**config.mk**
```make
export PLATFORM = sky130hd
export DESIGN_NAME = dfi_phy_handshake_flat
export DESIGN_NICKNAME = d
export VERILOG_FILES = /design/src/rtl/dfi_phy_handshake_if.sv /design/src/rtl/dfi_phy_handshake.sv /design/src/flat_wrapper.sv
export SDC_FILE = /design/constraint.sdc
export NUM_CORES = 1
export LEC_CHECK = 0
export ABC_AREA = 1
export BUFFER_PORTS_ARGS = -buffer_cell sky130_fd_sc_hd__buf_2
export CAP_MARGIN = 5
export CORE_MARGIN = 8
export CORE_UTILIZATION = 57
export CTS_CLUSTER_SIZE = 10
export DETAILED_ROUTE_END_ITERATION = 16
export GPL_ROUTABILITY_DRIVEN = 0
export PLACE_DENSITY = 0.87
export SETUP_SLACK_MARGIN = 0.2
export SLEW_MARGIN = 20
export SYNTH_ARGS = -nofsm -noshare
export SYNTH_HDL_FRONTEND = slang
export SYNTH_SLANG_ARGS = --single-unit
```
**constraint.sdc**
```tcl
create_clock -name clk -period 1.65 [get_ports clk]
set_input_delay 0.0825 -clock clk [delete_from_list [all_inputs] [get_ports clk]]
set_output_delay 0.0825 -clock clk [all_outputs]
set_load 0.02 [all_outputs]
```
**src/rtl/dfi_phy_handshake_if.sv**
```systemverilog
// DFI control-interface signal bundle.
// master: memory-controller side; slave: PHY-side handshake engine.
interface dfi_phy_handshake_if;
    logic       init_start;
    logic       init_complete;
    logic       lp_ctrl_req;
    logic [5:0] lp_ctrl_wakeup;
    logic       lp_ctrl_ack;
    logic       lp_data_req;
    logic [5:0] lp_data_wakeup;
    logic       lp_data_ack;
    logic       ctrlupd_req;
    logic       ctrlupd_ack;
    logic       phyupd_req;
    logic [1:0] phyupd_type;
    logic       phyupd_ack;
    logic       phymstr_req;
    logic [1:0] phymstr_type;
    logic [1:0] phymstr_cs_state;
    logic       phymstr_state_sel;
    logic       phymstr_ack;

    modport master (
        output init_start, lp_ctrl_req, lp_ctrl_wakeup, lp_data_req, lp_data_wakeup,
               ctrlupd_req, phyupd_ack, phymstr_ack,
        input  init_complete, lp_ctrl_ack, lp_data_ack, ctrlupd_ack, phyupd_req,
               phyupd_type, phymstr_req, phymstr_type, phymstr_cs_state, phymstr_state_sel
    );

    modport slave (
        input  init_start, lp_ctrl_req, lp_ctrl_wakeup, lp_data_req, lp_data_wakeup,
               ctrlupd_req, phyupd_ack, phymstr_ack,
        output init_complete, lp_ctrl_ack, lp_data_ack, ctrlupd_ack, phyupd_req,
               phyupd_type, phymstr_req, phymstr_type, phymstr_cs_state, phymstr_state_sel
    );
endinterface

```
**src/rtl/dfi_phy_handshake.sv**
```systemverilog
// PHY-side DFI control handshake engine: answers MC low-power, ctrlupd and init
// requests and originates phyupd/phymstr requests with mutual exclusion.
// Optional build macro PROTOCOL_CHECK_EN enables the sticky protocol_err checker;
// without it protocol_err is tied low.

// Low-power handshake FSM (shared by the ctrl and data channels).
module dfi_lp_fsm #(
    parameter int unsigned LP_ACK_LAT = 2
) (
    input  logic       clk,
    input  logic       rst,
    input  logic       req,
    input  logic [5:0] wakeup,
    input  logic       deny,
    input  logic       ready,
    output logic       ack,
    output logic [5:0] wakeup_q
);
    typedef enum logic [1:0] {LP_IDLE, LP_WAIT, LP_ACK} lp_state_t;

    localparam int unsigned     CW        = $clog2(LP_ACK_LAT + 2);
    localparam logic [CW-1:0]   WAIT_LAST = CW'(LP_ACK_LAT - 1);

    lp_state_t     state_q, state_d;
    logic [CW-1:0] cnt_q, cnt_d;

    // State and latency-counter registers
    always_ff @(posedge clk or posedge rst) begin
        if (rst) begin
            state_q <= LP_IDLE;
            cnt_q   <= '0;
        end else begin
            state_q <= state_d;
            cnt_q   <= cnt_d;
        end
    end

    // Next state: enter only when allowed, abandon on req drop or init
    always_comb begin
        state_d = state_q;
        cnt_d   = cnt_q;
        case (state_q)
            LP_IDLE: begin
                cnt_d = CW'(1);
                if (req && !deny && ready) state_d = LP_WAIT;
            end
            LP_WAIT: begin
                if (!req || !ready)         state_d = LP_IDLE;
                else if (cnt_q >= WAIT_LAST) state_d = LP_ACK;
                else                         cnt_d = cnt_q + CW'(1);
            end
            LP_ACK: begin
                if (!req || !ready) state_d = LP_IDLE;
            end
            default: state_d = LP_IDLE;
        endcase
    end

    // Wakeup value captured on the edge that raises ack
    always_ff @(posedge clk or posedge rst) begin
        if (rst)                                         wakeup_q <= '0;
        else if (state_d == LP_ACK && state_q != LP_ACK) wakeup_q <= wakeup;
    end

    assign ack = (state_q == LP_ACK);
endmodule

// PHY-originated request FSM (phyupd / phymstr) with pending flag and payload latch.
module dfi_phy_req_fsm #(
    parameter int unsigned PW       = 2,
    parameter int unsigned UPD_HOLD = 8
) (
    input  logic          clk,
    input  logic          rst,
    input  logic          trig,
    input  logic [PW-1:0] payload_in,
    input  logic          launch_ok,
    input  logic          ack,
    output logic          req,
    output logic [PW-1:0] payload,
    output logic          pend,
    output logic          idle,
    output logic          waiting,
    output logic          launch
);
    typedef enum logic [1:0] {REQ_IDLE, REQ_WAIT, REQ_HOLD} req_state_t;

    localparam int unsigned   HW        = $clog2(UPD_HOLD + 2);
    localparam logic [HW-1:0] HOLD_LAST = HW'(UPD_HOLD);

    req_state_t    state_q, state_d;
    logic [HW-1:0] cnt_q, cnt_d;
    logic          pend_q;
    logic [PW-1:0] pend_pl_q;
    logic [PW-1:0] payload_q;

    assign launch = pend_q && (state_q == REQ_IDLE) && launch_ok;

    // State and hold-counter registers
    always_ff @(posedge clk or posedge rst) begin
        if (rst) begin
            state_q <= REQ_IDLE;
            cnt_q   <= '0;
        end else begin
            state_q <= state_d;
            cnt_q   <= cnt_d;
        end
    end

    // Next state: launch, wait for ack, then hold req for UPD_HOLD cycles
    always_comb begin
        state_d = state_q;
        cnt_d   = cnt_q;
        case (state_q)
            REQ_IDLE: begin
                cnt_d = HW'(1);
                if (launch) state_d = REQ_WAIT;
            end
            REQ_WAIT: begin
                cnt_d = HW'(1);
                if (ack) state_d = REQ_HOLD;
            end
            REQ_HOLD: begin
                if (cnt_q >= HOLD_LAST) state_d = REQ_IDLE;
                else                    cnt_d = cnt_q + HW'(1);
            end
            default: state_d = REQ_IDLE;
        endcase
    end

    // Pending flag: a trigger always re-arms it (single-deep, newest payload wins)
    always_ff @(posedge clk or posedge rst) begin
        if (rst) begin
            pend_q    <= 1'b0;
            pend_pl_q <= '0;
        end else if (trig) begin
            pend_q    <= 1'b1;
            pend_pl_q <= payload_in;
        end else if (launch) begin
            pend_q    <= 1'b0;
        end
    end

    // Output payload frozen for the whole request, cleared once req drops
    always_ff @(posedge clk or posedge rst) begin
        if (rst)                                             payload_q <= '0;
        else if (launch)                                     payload_q <= pend_pl_q;
        else if (state_q == REQ_HOLD && state_d == REQ_IDLE) payload_q <= '0;
    end

    assign req     = (state_q != REQ_IDLE);
    assign payload = payload_q;
    assign pend    = pend_q;
    assign idle    = (state_q == REQ_IDLE);
    assign waiting = (state_q == REQ_WAIT);
endmodule

// Top level.
module dfi_phy_handshake #(
    parameter int unsigned INIT_LAT     = 4,
    parameter int unsigned LP_ACK_LAT   = 2,
    parameter int unsigned TPHYUPD_RESP = 16,
    parameter int unsigned UPD_HOLD     = 8
) (
    input  logic                  clk,
    input  logic                  rst,
    dfi_phy_handshake_if.slave    dfi,
    input  logic                  lp_deny,
    input  logic                  upd_trig,
    input  logic [1:0]            upd_type_in,
    input  logic                  mstr_trig,
    input  logic [1:0]            mstr_type_in,
    input  logic [1:0]            mstr_cs_in,
    output logic                  protocol_err
);
    localparam int unsigned   IW        = $clog2(INIT_LAT + 2);
    localparam logic [IW-1:0] INIT_FULL = IW'(INIT_LAT);
    localparam logic [IW-1:0] INIT_LAST = IW'(INIT_LAT - 1);

    logic [IW-1:0] init_cnt_q;
    logic          init_complete_q;
    logic          ready;
    logic          ctrl_q;
    logic          lp_ctrl_ack, lp_data_ack;
    logic [5:0]    lp_ctrl_wakeup_q, lp_data_wakeup_q;
    logic          unused_wakeup;
    logic          upd_req, upd_pend, upd_idle, upd_waiting, upd_launch, upd_ok;
    logic [1:0]    upd_payload;
    logic          mstr_req, mstr_pend, mstr_idle, mstr_waiting, mstr_launch, mstr_ok;
    logic [3:0]    mstr_payload;

    // Init: drop complete while init_start is high, raise INIT_LAT cycles after it falls
    always_ff @(posedge clk or posedge rst) begin
        if (rst) begin
            init_cnt_q      <= '0;
            init_complete_q <= 1'b0;
        end else if (dfi.init_start) begin
            init_cnt_q      <= '0;
            init_complete_q <= 1'b0;
        end else begin
            if (init_cnt_q != INIT_FULL) init_cnt_q <= init_cnt_q + IW'(1);
            init_complete_q <= (init_cnt_q >= INIT_LAST);
        end
    end

    assign ready = init_complete_q && !dfi.init_start;

    dfi_lp_fsm #(.LP_ACK_LAT(LP_ACK_LAT)) u_lp_ctrl (
        .clk      (clk),
        .rst      (rst),
        .req      (dfi.lp_ctrl_req),
        .wakeup   (dfi.lp_ctrl_wakeup),
        .deny     (lp_deny),
        .ready    (ready),
        .ack      (lp_ctrl_ack),
        .wakeup_q (lp_ctrl_wakeup_q)
    );

    dfi_lp_fsm #(.LP_ACK_LAT(LP_ACK_LAT)) u_lp_data (
        .clk      (clk),
        .rst      (rst),
        .req      (dfi.lp_data_req),
        .wakeup   (dfi.lp_data_wakeup),
        .deny     (lp_deny),
        .ready    (ready),
        .ack      (lp_data_ack),
        .wakeup_q (lp_data_wakeup_q)
    );

    // Latched wakeup codes feed PHY power sequencing outside this block
    assign unused_wakeup = ^{lp_ctrl_wakeup_q, lp_data_wakeup_q};

    // Arbitration: phyupd beats phymstr; neither launches over a ctrlupd grant or init
    assign upd_ok  = mstr_idle && !ctrl_q && !dfi.init_start;
    assign mstr_ok = upd_idle && !upd_pend && !ctrl_q && !dfi.init_start;

    dfi_phy_req_fsm #(.PW(2), .UPD_HOLD(UPD_HOLD)) u_phyupd (
        .clk        (clk),
        .rst        (rst),
        .trig       (upd_trig),
        .payload_in (upd_type_in),
        .launch_ok  (upd_ok),
        .ack        (dfi.phyupd_ack),
        .req        (upd_req),
        .payload    (upd_payload),
        .pend       (upd_pend),
        .idle       (upd_idle),
        .waiting    (upd_waiting),
        .launch     (upd_launch)
    );

    dfi_phy_req_fsm #(.PW(4), .UPD_HOLD(UPD_HOLD)) u_phymstr (
        .clk        (clk),
        .rst        (rst),
        .trig       (mstr_trig),
        .payload_in ({mstr_cs_in, mstr_type_in}),
        .launch_ok  (mstr_ok),
        .ack        (dfi.phymstr_ack),
        .req        (mstr_req),
        .payload    (mstr_payload),
        .pend       (mstr_pend),
        .idle       (mstr_idle),
        .waiting    (mstr_waiting),
        .launch     (mstr_launch)
    );

    // ctrlupd grant: new grant also yields to a PHY request launching this edge
    always_ff @(posedge clk or posedge rst) begin
        if (rst) ctrl_q <= 1'b0;
        else     ctrl_q <= dfi.ctrlupd_req && !dfi.init_start &&
                           (ctrl_q || (!upd_req && !mstr_req && !upd_launch && !mstr_launch));
    end

    assign dfi.init_complete     = init_complete_q;
    assign dfi.lp_ctrl_ack       = lp_ctrl_ack;
    assign dfi.lp_data_ack       = lp_data_ack;
    assign dfi.ctrlupd_ack       = ctrl_q && dfi.ctrlupd_req;
    assign dfi.phyupd_req        = upd_req;
    assign dfi.phyupd_type       = upd_payload;
    assign dfi.phymstr_req       = mstr_req;
    assign dfi.phymstr_type      = mstr_payload[1:0];
    assign dfi.phymstr_cs_state  = mstr_payload[3:2];
    assign dfi.phymstr_state_sel = (mstr_payload[3:2] != 2'b00);

`ifdef PROTOCOL_CHECK_EN
    localparam int unsigned   TW      = $clog2(TPHYUPD_RESP + 2);
    localparam logic [TW-1:0] TO_LAST = TW'(TPHYUPD_RESP - 1);
    localparam logic [TW-1:0] TO_FULL = TW'(TPHYUPD_RESP);

    logic          err_q;
    logic          upd_req_prev_q;
    logic [TW-1:0] to_cnt_q;
    logic          unacked;
    logic          err_now;

    assign unacked = (upd_waiting && !dfi.phyupd_ack) || (mstr_waiting && !dfi.phymstr_ack);
    assign err_now = (unacked && (to_cnt_q >= TO_LAST))
                  || (dfi.phyupd_ack && dfi.phymstr_ack)
                  || (dfi.phyupd_ack && !upd_req_prev_q)
                  || (dfi.init_start && (dfi.lp_ctrl_req || dfi.lp_data_req || dfi.ctrlupd_req));

    // Sticky protocol checker with ack-timeout counter
    always_ff @(posedge clk or posedge rst) begin
        if (rst) begin
            err_q          <= 1'b0;
            upd_req_prev_q <= 1'b0;
            to_cnt_q       <= '0;
        end else begin
            upd_req_prev_q <= upd_req;
            if (!unacked)              to_cnt_q <= '0;
            else if (to_cnt_q != TO_FULL) to_cnt_q <= to_cnt_q + TW'(1);
            if (err_now) err_q <= 1'b1;
        end
    end

    assign protocol_err = err_q;
`else
    logic unused_check;
    assign unused_check = ^{upd_waiting, mstr_waiting, 32'(TPHYUPD_RESP)};
    assign protocol_err = 1'b0;
`endif
endmodule

```
**src/flat_wrapper.sv**
```systemverilog
// flat-port wrapper written by rule: the top's interface ports become plain ports
module dfi_phy_handshake_flat 
#(
    parameter int unsigned INIT_LAT     = 4,
    parameter int unsigned LP_ACK_LAT   = 2,
    parameter int unsigned TPHYUPD_RESP = 16,
    parameter int unsigned UPD_HOLD     = 8
)
  (clk, rst, lp_deny, upd_trig, upd_type_in, mstr_trig, mstr_type_in, mstr_cs_in, protocol_err, dfi_init_start, dfi_lp_ctrl_req, dfi_lp_ctrl_wakeup, dfi_lp_data_req, dfi_lp_data_wakeup, dfi_ctrlupd_req, dfi_phyupd_ack, dfi_phymstr_ack, dfi_init_complete, dfi_lp_ctrl_ack, dfi_lp_data_ack, dfi_ctrlupd_ack, dfi_phyupd_req, dfi_phyupd_type, dfi_phymstr_req, dfi_phymstr_type, dfi_phymstr_cs_state, dfi_phymstr_state_sel);
  dfi_phy_handshake_if dfi_i ();
  input  logic clk;
  input  logic rst;
  input  logic lp_deny;
  input  logic upd_trig;
  input  logic [1:0] upd_type_in;
  input  logic mstr_trig;
  input  logic [1:0] mstr_type_in;
  input  logic [1:0] mstr_cs_in;
  output logic protocol_err;
  input wire logic [$bits(dfi_i.init_start)-1:0] dfi_init_start;
  input wire logic [$bits(dfi_i.lp_ctrl_req)-1:0] dfi_lp_ctrl_req;
  input wire logic [$bits(dfi_i.lp_ctrl_wakeup)-1:0] dfi_lp_ctrl_wakeup;
  input wire logic [$bits(dfi_i.lp_data_req)-1:0] dfi_lp_data_req;
  input wire logic [$bits(dfi_i.lp_data_wakeup)-1:0] dfi_lp_data_wakeup;
  input wire logic [$bits(dfi_i.ctrlupd_req)-1:0] dfi_ctrlupd_req;
  input wire logic [$bits(dfi_i.phyupd_ack)-1:0] dfi_phyupd_ack;
  input wire logic [$bits(dfi_i.phymstr_ack)-1:0] dfi_phymstr_ack;
  output wire logic [$bits(dfi_i.init_complete)-1:0] dfi_init_complete;
  output wire logic [$bits(dfi_i.lp_ctrl_ack)-1:0] dfi_lp_ctrl_ack;
  output wire logic [$bits(dfi_i.lp_data_ack)-1:0] dfi_lp_data_ack;
  output wire logic [$bits(dfi_i.ctrlupd_ack)-1:0] dfi_ctrlupd_ack;
  output wire logic [$bits(dfi_i.phyupd_req)-1:0] dfi_phyupd_req;
  output wire logic [$bits(dfi_i.phyupd_type)-1:0] dfi_phyupd_type;
  output wire logic [$bits(dfi_i.phymstr_req)-1:0] dfi_phymstr_req;
  output wire logic [$bits(dfi_i.phymstr_type)-1:0] dfi_phymstr_type;
  output wire logic [$bits(dfi_i.phymstr_cs_state)-1:0] dfi_phymstr_cs_state;
  output wire logic [$bits(dfi_i.phymstr_state_sel)-1:0] dfi_phymstr_state_sel;
  assign dfi_i.init_start = dfi_init_start;
  assign dfi_i.lp_ctrl_req = dfi_lp_ctrl_req;
  assign dfi_i.lp_ctrl_wakeup = dfi_lp_ctrl_wakeup;
  assign dfi_i.lp_data_req = dfi_lp_data_req;
  assign dfi_i.lp_data_wakeup = dfi_lp_data_wakeup;
  assign dfi_i.ctrlupd_req = dfi_ctrlupd_req;
  assign dfi_i.phyupd_ack = dfi_phyupd_ack;
  assign dfi_i.phymstr_ack = dfi_phymstr_ack;
  assign dfi_init_complete = dfi_i.init_complete;
  assign dfi_lp_ctrl_ack = dfi_i.lp_ctrl_ack;
  assign dfi_lp_data_ack = dfi_i.lp_data_ack;
  assign dfi_ctrlupd_ack = dfi_i.ctrlupd_ack;
  assign dfi_phyupd_req = dfi_i.phyupd_req;
  assign dfi_phyupd_type = dfi_i.phyupd_type;
  assign dfi_phymstr_req = dfi_i.phymstr_req;
  assign dfi_phymstr_type = dfi_i.phymstr_type;
  assign dfi_phymstr_cs_state = dfi_i.phymstr_cs_state;
  assign dfi_phymstr_state_sel = dfi_i.phymstr_state_sel;
  dfi_phy_handshake #(.INIT_LAT(INIT_LAT), .LP_ACK_LAT(LP_ACK_LAT), .TPHYUPD_RESP(TPHYUPD_RESP), .UPD_HOLD(UPD_HOLD)) u_core (.clk(clk), .rst(rst), .dfi(dfi_i), .lp_deny(lp_deny), .upd_trig(upd_trig), .upd_type_in(upd_type_in), .mstr_trig(mstr_trig), .mstr_type_in(mstr_type_in), .mstr_cs_in(mstr_cs_in), .protocol_err(protocol_err));
endmodule
```
After elaboration in Yosys (flattened, before gate mapping)
Cells that the tools add are included.
{ "totals": {"input_bits": 29, "wordCells": 149, "output_inout_bits": 14, "register_bits": 39} }
{ "classes": {"n_reduce_logical": 62, "n_addsub": 5, "n_mux": 39, "n_eq_ne": 21, "magnitude_cmp": 5} }
{ "op_table": {"columns": ["cell", "n"], "rows": [
  ["two-way mux 2 bit", 20],
  ["one-hot mux 2 bit (3 select lines)", 4],
  ["nonzero test 2 bit", 12],
  ["logical AND 1 bit", 22],
  ["two-way mux 4 bit", 4],
  ["inequality test 2 bit, second input constant", 8],
  ["one-hot mux 4 bit (2 select lines)", 2],
  ["zero test 2 bit", 6],
  ["AND reduction 3 bit", 4],
  ["zero test 1 bit", 11],
  ["inequality test 3 bit, second input constant", 3],
  ["adder 4 x 1 -> 4 bit, second input constant", 2],
  ["equality test 2 x 1 -> 1 bit, second input constant", 4],
  ["equality test 2 bit, second input constant", 4],
  [">= comparator 4 bit, second input constant", 2],
  ["one-hot mux 2 bit (2 select lines)", 2],
  ["two-way mux 3 bit", 2],
  ["two-way mux 1 bit", 5],
  ["adder 2 x 1 -> 2 bit, second input constant", 2],
  [">= comparator 2 x 1 -> 1 bit, second input constant", 2],
  ["inequality test 2 x 1 -> 1 bit, second input constant", 2],
  ["AND reduction 2 bit", 2],
  ["OR reduction 2 bit", 2],
  ["adder 3 x 1 -> 3 bit, second input constant", 1],
  ["other kinds (2)", 4]
]} }

Longest topological paths before layout
Gate-level depths: netlist of run 1.
{ "logic_depth": {"depth_word": 11, "depth_mapped": 7, "depth_no_buf": 7} }

By module
From an unflattened synthesis of run 1, not the netlist that was laid out.
{ "unflattened": {"hier_cells": 300, "area_unflattened_um2": 2486.1} }
{ "by_module_without_submodules": {"columns": ["mod", "seq_area_each_um2", "n_inst", "cells_each", "area_per_inst_um2"], "rows": [
  ["dfi_lp_fsm", 250.2, 2, 56, 473.0],
  ["dfi_phy_req_fsm (u_core.u_phymstr)", 375.4, 1, 81, 690.7],
  ["dfi_phy_req_fsm (u_core.u_phyupd)", 275.3, 1, 65, 540.5],
  ["dfi_phy_handshake", 125.1, 1, 42, 309.0]
]} }

Least setup slack after synthesis of run 1
Ideal clock, no wire load.
{ "synth_timing": {"path_kind": "register to register", "startpoint": "register u_core.u_phymstr.state_q[0]", "endpoint": "register u_core.u_phymstr.payload_q[3], in the netlist u_core.u_phymstr.payload[3]", "arrival_time_ps": 977, "setup_ps": 118, "path_slack_ps": 555, "path_stages_with_launch": 7, "path_buffers": 0, "synth_period_minus_slack_ps": 1095, "required_ps": 1532, "path_cell_list": "dfrtp_1 -> inv_1 -> nand2_2 -> nor2_8 -> nand2_2 -> nand3_1 -> nand2_1"} }
{ "synth_via": {"elab_chain_cells": 8, "word_cells_on_any_way": 13, "classes_between": "eq/ne (2); mux (5); reduce/logical (6)"} }
{ "synth_rtl": {"columns": ["element", "line_no", "source"], "rows": [
  ["start, declared", "dfi_phy_handshake.sv:91", "req_state_t state_q, state_d;"],
  ["start signal, assigned", "dfi_phy_handshake.sv:105", "state_q <= state_d;"],
  ["zero test 2 bit", "dfi_phy_handshake.sv:97, dfi_phy_handshake.sv:114", null],
  ["logical AND 1 bit (2 in series)", "dfi_phy_handshake.sv:97", "assign launch = pend_q && (state_q == REQ_IDLE) && launch_ok;"],
  ["two-way mux 2 bit", "dfi_phy_handshake.sv:117", "if (launch) state_d = REQ_WAIT;"],
  ["one-hot mux 2 bit (3 select lines)", "dfi_phy_handshake.sv:114", "case (state_q)"],
  ["zero test 2 bit", "dfi_phy_handshake.sv:148", "else if (state_q == REQ_HOLD && state_d == REQ_IDLE) payload_q <= '0;"],
  ["logical AND 1 bit", "dfi_phy_handshake.sv:148", null],
  ["nonzero test 2 bit (no source line)", null, null],
  ["end signal, assigned", "dfi_phy_handshake.sv:147", "else if (launch) payload_q <= pend_pl_q;"],
  ["end, declared", "dfi_phy_handshake.sv:95", "logic [PW-1:0] payload_q;"]
]} }
Several ways; a longest one is shown, not always the timed one.
A chain may end at the register's enable or synchronous reset.

Final worst setup path of run 1
{ "layout_timing": {"startpoint": "register u_core.u_phymstr.payload_q[3], in the netlist u_core.u_phymstr.payload[3]", "endpoint": "output port dfi_phymstr_state_sel"} }
{ "layout_via": {"elab_chain_cells": 1} }
{ "layout_rtl": {"columns": ["element", "line_no", "source"], "rows": [
  ["nonzero test 2 bit", "dfi_phy_handshake.sv:283", "assign dfi.phymstr_state_sel = (mstr_payload[3:2] != 2'b00);"],
  ["end, declared", "flat_wrapper.sv:37", "output wire logic [$bits(dfi_i.phymstr_state_sel)-1:0] dfi_phymstr_state_sel;"]
]} }
No other way between the ends.

==> metrics.yaml, run 1 <==
drt:
  via_count: 1568
  via_per_inst: 4.78
  avgRoutedWirePerCell_um: 11.3
  postRouteAntennaNets: 0
  drtIter0Drc: 48
  wl_mm: 3.72
  drt_pre_antenna_iters: 4
  drc: 0
hold_path:
  min_path_type: "input pin to flip-flop"
cts:
  clk_pin_slew_ns: 0.11
  cts_sinks: 39
  h-tree-depth: 2
  clock_latency_ns: 0.35
  tritoncts: "built"
  cts_max_path_buffers: 2
  postCtsSetupBuffers: 0
  cts-resized-gates: 0
  cts_root_buf: "clkbuf_4"
  numCtsBuffers: 5
setup_path:
  required_ns: 1.57
  cp_max_fo: 3
  path_class: "flip-flop to output pin"
  crit_chain: "or2_2 -> buf_2"
  arrival_ns: 1.20
  critPathCaptureType: "output pin"
  cpMaxStageDelayCell: "dfrtp_1"
  slowest_delay_ns: 0.41
  cp-start-kind: "flip-flop"
layout:
  drive_above_1_share: 0.209
  n_antenna_cell: 0
  area_growth_pct: 24.3
  final_nets: 319
global_routing:
  grtUsageMet3: 0.0580
  met2_usage: 0.254
  track_usage: 0.149
  grt_pass1_wl_mm: 6.33
  grt-busiest-layer: "met2"
  grt-ovfl-total: 0
  grt_max_degree: 40
  antenna_found_initial: 0
  grt_pass1_vias: 1542
  grt_use_met1: 0.165
synthesis:
  ys_types: 22
  avgSynthCellArea_sq_um: 8.49
  syn-instance-count: 227
  synth.yosys.seq_area_share: 0.506
  netlist_area_sq_mm: 0.00193
  ys_warn_count: 0
  yosys.area.top_type: "dfrtp_1"
  synthTopCellsByArea: "dfrtp_1, nand2_1, nand3_1"
  synth_nets: 265
  ys_seq_elements: 39
  synth.top_cell.area_share: 0.506
placed_design:
  port-buffer-count: 29
  place_hpwl_mm: 2.68
power:
  power.density_mw_per_mm2: 1300
  ir_drop_mv: 0.848
  fin_total_pwr_mw: 3.13
  p_leak_nw: 1.29
outcome:
  status: "finished, final reports clean"
floorplan:
  num_rows: 21
  die_area_sq_mm: 0.00550
  die_h_um: 74.2
  start_util: 0.587
  core_sq_mm: 0.00328
  die_w_um: 74.2
  ios: 43
flow_run:
  max_cap_violations: 0
timing:
  hold_viol_final: 0
  rsz0062_at_grt: "no"
  fin_tns_setup_ns: 0
  setup_violations: 0
  finalCritPeriodShare: 0.776
  holdWs_ns: 0.0201
  fmax_ghz: 0.781
  drv_slew: 0
  fin_crit_ns: 1.28
  skew_ns: 0.0118
## final timing paths
| kind | depth (start not counted) | endpoint | from | slack [ns] |
|---|---|---|---|---|
| min | 3 | u_core.u_phyupd.pend | upd_trig | 0.02 |
| max | 2 | dfi_phymstr_state_sel | u_core.u_phymstr.payload[3] | 0.37 |
| max in group asynchronous | 4 | u_core.u_phyupd.payload[1] | rst | 0.92 |
| min in group asynchronous | 4 | u_core.u_lp_ctrl.state_q[0] | rst | 0.39 |
| min reg2reg | 1 | u_core.u_phymstr.state_q[0] | u_core.u_phymstr.state_q[1] | 0.46 |
| max reg2reg | 6 | u_core.u_phymstr.payload[1] | u_core.u_phyupd.state_q[0] | 0.46 |
## layer usage
metal / wire length [um] / vias up / part of all wire
li1: - / 814 / -
met1: 1630 / 720 / 0.44
met2: 1840 / 29 / 0.49
met3: 213 / 5 / 0.057
met4: 29 / 0 / 0.0078
met5: 0 / - / 0
## layout by cell type (no fill, tap or decap), types with 5 or more instances in the layout
cell           netlist  routed
nand2_1             64      64
dfrtp_1             39      39
inv_1               31      31
buf_2                0      29
nand3_1             27      27
dlygate4sd3_1        0      18
nor2_1              13      13
ha_1                 9       9
o21ai_1              8       8
inv_2                6       6
a21oi_1              5       5
clkbuf_4             0       5
## state kept, by name, summed over array words and instances, names as in the netlist, 2 cells and up
signal and cells:
u_core.init_cnt_q 3, u_core.u_lp_ctrl.cnt_q 2, u_core.u_lp_ctrl.state_q 2, u_core.u_lp_data.cnt_q 2
u_core.u_lp_data.state_q 2, u_core.u_phymstr.cnt_q 4, u_core.u_phymstr.payload 4, u_core.u_phymstr.pend_pl_q 4
u_core.u_phymstr.state_q 2, u_core.u_phyupd.cnt_q 4, u_core.u_phyupd.payload 2, u_core.u_phyupd.pend_pl_q 2
u_core.u_phyupd.state_q 2
## worst max-delay path: cells and delay by family, from the launching register on
family | cells | cell delay [ns]
simple gates | 1 | 0.29
buf+inv | 1 | 0.16
flops | 1 | 0.41
## report_power, final
part | internal [mW] | switching (mW)
clock network | 0.358 | 0.307
logic | 0.406 | 0.714
registers | 1.17 | 0.168
## final cells by class
| type | instances | area [sq um] |
|---|---|---|
| multi-input combinational | 150 | 806 |
| timing repair buffer | 48 | 333 |
| tap | 46 | 57.6 |
| sequential | 39 | 976 |
| inverter | 37 | 139 |
| fill | 241 | 887 |
| clock buffer | 6 | 51.3 |
| clock inverter | 2 | 35.0 |
## metrics by stage
| stage | area [sq um] | std cells | setup slack [ns] | utilization |
|---|---|---|---|---|
| global placement | 2130 | 302 | 0.533 | 0.649 |
| floorplan | 1930 | 227 | 0.555 | - |
| CTS | 2400 | 328 | 0.351 | 0.730 |
| finish | 2400 | 328 | 0.370 | 0.730 |
| global route | 2400 | 328 | 0.305 | 0.730 |
| detailed placement | 2130 | 302 | 0.486 | 0.649 |
## logic make-up (layout without fill, tap and decap cells)
group	Yosys count	in the layout	share of synthesized area
xor gates and xnor gates	2	2	0.00909
other	1	1	0.00194
buffers and inverters	38	93	0.0759
and+or+nand+nor	119	119	0.295
adders and majority gates	9	9	0.0584
DFF	39	39	0.506
AOI/OAI and AO/OA	19	19	0.0532
## cell usage after synthesis, drive strengths merged
master and n:
dfrtp 39, a21oi 5, nor2 19, o31ai 2
nand2 70, o21ai 10, inv 37, o22ai 2
conb 1, nand3 29, xnor2 2, buf 1
ha 9, or2 1
## what timing repair did
action	in CTS	in global routing
hold buffers	18	0
hold endpoints to repair	53	0
endpoints found under the setup margin	0	0
No activity file was read; power rests on OpenSTA's default activity.
==> run 2: changes to the inputs <==
- CORE_UTILIZATION: 57 -> 53
- PLACE_DENSITY: 0.87 -> 0.82
- clock period: 1.65 -> 1.3 ns (I/O delays scaled with it)
==> run 2 against run 1 <==
Against the previous run: worst hold slack improved by 0.038 ns; sequential share of layout area decreased by 3.7 points; sequential power increased by 28%; combinational power increased by 75%; via count increased by 5.5%.
==> metrics.yaml, run 2 (synthesis results as in run 1) <==
outcome:
  status: "finished, final reports clean"
layout:
  final_common_cell: "nand2_1"
  final_cell_mix: "nand2_1, dfrtp_1, inv_1"
  final_cells: 341  # +4.0%
  drive_above_1_share: 0.362  # +0.153
  fill_cells: 263  # +9.1%
  utilization: 0.737  # +0.00716
  multi_input_area_sq_um: 948  # +18%
  n_antenna_cell: 0  # unchanged
  seq_area_sq_um: 976  # unchanged
  area_growth_pct: 36.8
  final_nets: 332  # +4.1%
setup_path:
  rr_endpoint: "u_core.u_phymstr.payload[3]"
  arrival_ns: 1.12  # -0.08 ns
  critPathCaptureType: "output pin"
  required_ns: 1.24  # -0.33 ns
  cpMaxStageDelayCell: "dfrtp_1"
  cp_top_family: "flip-flops"
  rrSetupSlack_ns: 0.15  # -0.31 ns
  path_class: "flip-flop to output pin"
  r2r_start: "u_core.u_phymstr.state_q[1]"
  slowest_delay_ns: 0.42  # about the same
  rr_worst_depth: 6  # unchanged
  critPathBufInv: 1  # unchanged
  crit_chain: "or2_4 -> buf_6"
  cp-start-kind: "flip-flop"
  cp_max_fo: 2  # -1
timing:
  hold_viol_final: 0  # unchanged
  rsz0062_at_grt: "yes"
  finalCritPeriodShare: 0.913
  fin_tns_setup_ns: 0  # unchanged
  setup_violations: 0  # unchanged
  fmax_ghz: 0.843
  fin_crit_ns: 1.19
  skew_ns: 0.00423  # -0.00757 ns
  drv_slew: 0  # unchanged
hold_path:
  holdPathStages: 5  # +2
  hp-start: "dfi_lp_ctrl_req"
  min_path_type: "input pin to flip-flop"
  min_to: "u_core.u_lp_ctrl.cnt_q[0]"
drt:
  via_per_inst: 4.85  # +1.5%
  wl_mm: 4.16  # +12%
  drt_pre_antenna_iters: 4  # unchanged
  via_count: 1654  # +5.5%
  drtIter0Drc: 77  # +60%
  avgRoutedWirePerCell_um: 12.2  # +7.7%
  postRouteAntennaNets: 0  # unchanged
  drc: 0  # unchanged
floorplan:
  ios: 43  # unchanged
  die_area_sq_mm: 0.00582  # +5.9%
  die_h_um: 76.3  # +2.9%
  die_w_um: 76.3  # +2.9%
  start_util: 0.539  # -0.0482
  core_sq_mm: 0.00358  # +9.0%
  num_rows: 22  # +4.8%
global_routing:
  antenna_found_initial: 0  # unchanged
  grt_pass1_vias: 1621  # +5.1%
  track_usage: 0.138  # -0.0113
  grt_pass1_wl_mm: 6.69  # +5.6%
  grt_max_degree: 40  # unchanged
  grt-ovfl-total: 0  # unchanged
power:
  combPwrFrac: 0.462  # +0.104
  p_leak_nw: 1.36  # +6.2%
  power.density_mw_per_mm2: 1610  # +23%
  ir_drop_mv: 1.02  # +20%
  p_seq_frac: 0.407  # -0.022
  switchingPower_mw: 1.70  # +43%
  fin_total_pwr_mw: 4.24  # +36%
  switching_share: 0.402  # +0.0216
  power.share.clock: 0.131  # -0.082
  p_int_mw: 2.53  # +31%
cts:
  cts_sinks: 39  # unchanged
  clk_pin_slew_ns: 0.10  # about the same
  tritoncts: "built"
  cts_max_path_buffers: 2  # unchanged
  clock_latency_ns: 0.34  # about the same
  numCtsBuffers: 5  # unchanged
  cts_root_buf: "clkbuf_4"
  h-tree-depth: 2  # unchanged
placed_design:
  dp.cells: 304  # +0.66%
  place_hpwl_mm: 2.54  # -5.4%
  port-buffer-count: 29  # unchanged
flow_run:
  max_cap_violations: 0  # unchanged
## run 2: routing by layer
layer  global-route usage  vias to the layer above  wire, um
li1                     -                      840         -
met1                0.142                      789      1700
met2                0.244                       20      2260
met3               0.0495                        5       158
met4               0.0615                        0        47
met5                    0                        -         0
## run 2: what timing repair did
action,CTS,global route
pin swaps,5,17
endpoints found under the hold margin,55,0
hold buffers,14,0
endpoints found under the setup margin,13,33
setup buffers,12,5
resized for setup,15,44
## run 2: how the worst max path moves through the flow
| stage | cells past startpoint | slack [ns] | endpoint | startpoint |
|---|---|---|---|---|
| floorplan | 6 | 0.21 | u_core.u_phymstr.payload[3] | u_core.u_phymstr.state_q[0] |
| global placement | 6 | 0.17 | u_core.u_phymstr.payload[1] | u_core.u_phyupd.state_q[1] |
| detailed placement | 6 | 0.16 | u_core.u_phymstr.payload[3] | u_core.u_phyupd.state_q[1] |
| CTS | 2 | 0.12 | dfi_phymstr_state_sel | u_core.u_phymstr.payload[2] |
| global route | 2 | 0.08 | dfi_phymstr_state_sel | u_core.u_phymstr.payload[3] |
| finish | 2 | 0.11 | dfi_phymstr_state_sel | u_core.u_phymstr.payload[3] |
## run 2: worst min-delay path, stage by stage
cell and delay, ns:
buf_2 0.10, nand2_1 0.06, o21ai_1 0.05, nand2_1 0.05
nand2_1 0.04
## run 2: per-stage QoR
stage               hold WS [ns]  setup slack (ns)  cell area [sq um]
finish                    0.0576             0.114               2640
detailed placement         0.203             0.156               2130
global route              0.0732            0.0801               2640
global placement           0.206             0.167               2130
CTS                       0.0521             0.121               2440
floorplan                  0.128             0.205               1930
## run 2: final cells by class
type / instances / area share
multi-input cells: 150 / 0.360
clock buffers: 6 / 0.0157
flip-flops and latches: 39 / 0.370
inverters: 37 / 0.0536
well taps: 48 / 0.0228
repair buffers: 61 / 0.178
## run 2: power groups by stage
stage / clock network, mW / logic [mW] / registers [mW]
2_1_floorplan: 0 / 0.931 / 1.80
3_3_place_gp: 0 / 1.34 / 1.72
3_5_place_dp: 0 / 1.37 / 1.72
4_1_cts: 0.564 / 1.68 / 1.69
5_1_grt: 0.610 / 2.16 / 1.76
6_report: 0.556 / 1.96 / 1.72
==> run 3: changes to the inputs <==
- CORE_UTILIZATION: 53 -> 56
- PLACE_DENSITY: 0.82 -> 0.83
- SYNTH_HIERARCHICAL: default -> 1
==> run 3 against run 2 <==
Against the previous run: the flow now finishes with violations (negative hold slack, negative setup slack); count of clock-buffer cells in the layout did not move; clock skew up 0.0071 ns; register-to-register slack worse by 0.19 ns; sequential power rose by 5%; synthesized area rose by 4.0%; sequential cell count unchanged; via count up 25%; combinational power grew 33%; clock power grew 80%; sequential share of layout area decreased by 4.5 points.
==> metrics.yaml, run 3 <==
drt:
  postRouteAntennaNets: 0  # unchanged
  drtIter0Drc: 108  # +40%
  via_count: 2073  # +25%
  avgRoutedWirePerCell_um: 17.1  # +40%
  wl_mm: 6.48  # +56%
  via_per_inst: 5.47  # +13%
  drc: 0  # unchanged
  drt_pre_antenna_iters: 4  # unchanged
floorplan:
  core_sq_mm: 0.00339  # -5.3%
  ios: 43  # unchanged
  die_h_um: 75.8  # -0.62%
  num_rows: 21  # -4.5%
  start_util: 0.592  # +0.0529
  die_w_um: 75.8  # -0.62%
  die_area_sq_mm: 0.00575  # -1.2%
power:
  power.density_mw_per_mm2: 1810  # +12%
  ir_drop_mv: 1.37  # +35%
  p_leak_nw: 1.60  # +17%
  fin_total_pwr_mw: 5.43  # +28%
placed_design:
  port-buffer-count: 29  # unchanged
  place_area_sq_mm: 0.00222  # +3.9%
  place_hpwl_mm: 2.78  # +9.3%
setup_path:
  cp-start-kind: "flip-flop"
  cp_max_fo: 7  # +5
  required_ns: 1.56  # +0.32 ns
  path_class: "flip-flop to flip-flop"
  arrival_ns: 1.60  # +0.48 ns
  critPathCaptureType: "flip-flop"
synthesis:
  avgSynthCellArea_sq_um: 8.09  # -4.8%
  ys_warn_count: 6  # +6
  netlist_area_sq_mm: 0.00201  # +4.0%
  synth_nets: 286  # +7.9%
  syn-instance-count: 248  # +9.3%
timing:
  hold_viol_final: 1  # +1
  drv_slew: 0  # unchanged
  setup_slack_ns: -0.0375  # -0.151 ns
  fin_crit_ns: 1.34  # +0.151 ns
  rsz0062_at_grt: "yes"
  fmax_ghz: 0.748  # -11%
  finalCritPeriodShare: 1.03  # +0.116
  tightest_slew_ns: 0.595
  slew_headroom: 0.603
  skew_ns: 0.0113  # +0.00708 ns
  holdWs_ns: -0.00186  # -0.0595 ns
  setup_violations: 8  # +8
cts:
  h-tree-depth: 2  # unchanged
  cts_root_buf: "clkbuf_4"
  cts_max_path_buffers: 2  # unchanged
  clk_pin_slew_ns: 0.12  # +0.02 ns
  numCtsBuffers: 5  # unchanged
  tritoncts: "built"
  cts_sinks: 39  # unchanged
  clock_latency_ns: 0.35  # about the same
layout:
  area_growth_pct: 49.8
  seq_area_sq_um: 976  # unchanged
  multi_input_area_sq_mm: 0.00103  # +8.3%
  fill_cells: 155  # -41%
  n_antenna_cell: 0  # unchanged
  final_cell_mix: "nand2_1, dfrtp_1, buf_4"
  final_nets: 370  # +11%
  fin_area_sq_mm: 0.00301  # +14%
  drive_above_1_share: 0.450  # +0.0887
  final_common_cell: "nand2_1"
global_routing:
  grt_pass1_vias: 1879  # +16%
  grt_max_degree: 16  # -60%
  antenna_found_initial: 0  # unchanged
  grt-ovfl-total: 0  # unchanged
  grt_pass1_wl_mm: 7.98  # +19%
  track_usage: 0.184  # +0.0461
outcome:
  status: "finished with violations"
  violations: "negative hold slack, negative setup slack"
hold_path:
  min_path_type: "input pin to flip-flop"
flow_run:
  max_cap_violations: 0  # unchanged
[run 3: power breakdown]
part,leakage (nW),switching [mW],internal [mW]
Sequential,0.492,0.304,1.51
Clock,0.0525,0.399,0.600
Combinational,1.06,1.43,1.18
Total,1.60,2.13,3.29
[run 3: layout make-up]
cell class | count | share of cell area
multi-input combinational | 156 | 0.342
sequential | 39 | 0.325
clock inverter | 2 | 0.0200
timing repair buffer | 80 | 0.215
tap | 46 | 0.0192
inverter | 50 | 0.0658
clock buffer | 6 | 0.0137
[run 3: timing repair]
action,CTS,global route
endpoints found under the setup margin,20,37
endpoints found under the hold margin,55,1
setup buffers,16,15
gates cloned,0,0
hold buffers,18,1
resized for setup,30,70
pin swaps,12,29
[run 3: critical path: stages, from the launching register on]
cell	delay (ns)
dfrtp_1	0.44
inv_2	0.11
nand3_2	0.09
nor2_2	0.11
nand2_1	0.09
inv_2	0.09
nand2_4	0.08
inv_2	0.06
nor2_2	0.03
nand2_1	0.07
a21oi_2	0.06
[run 3: worst paths after layout]
kind / depth (start not counted) / startpoint / slack [ns] / endpoint
setup / recovery: 10 / u_core/ctrl_q / -0.04 / u_core/ctrl_q
hold / removal: 3 / mstr_trig / -0.002 / u_core/u_phymstr/pend_pl_q[0]
setup reg to reg: 10 / u_core/ctrl_q / -0.04 / u_core/ctrl_q
hold reg to reg: 2 / u_core/u_phymstr/pend_pl_q[0] / 0.52 / u_core/u_phymstr/pend_pl_q[0]
max in group asynchronous: 3 / rst / 0.55 / u_core/u_phymstr/cnt_q[1]
min in group asynchronous: 3 / rst / 0.17 / u_core/u_lp_data/cnt_q[0]
[run 3: routing by layer]
layer | vias up | global-route usage | wire length [um]
met5 | - | 0 | 0
met4 | 0 | 0.0874 | 274
met3 | 30 | 0.0395 | 419
met2 | 116 | 0.336 | 3430
met1 | 992 | 0.196 | 2360
li1 | 935 | - | -
[run 3: per-stage QoR]
| stage | util | hold slack [ns] | std cells | setup TNS (ns) | worst slack (ns) |
|---|---|---|---|---|---|
| after global routing | 0.887 | -0.00328 | 379 | -0.532 | -0.0943 |
| after detailed placement | 0.654 | -0.0157 | 325 | 0 | 0.0855 |
| final | 0.887 | -0.00186 | 379 | -0.169 | -0.0375 |
| after floorplan | - | -0.169 | 248 | 0 | 0.0109 |
| after global placement | 0.654 | -0.00538 | 325 | 0 | 0.0929 |
| after CTS | 0.798 | 0.00843 | 367 | 0 | 0.0680 |
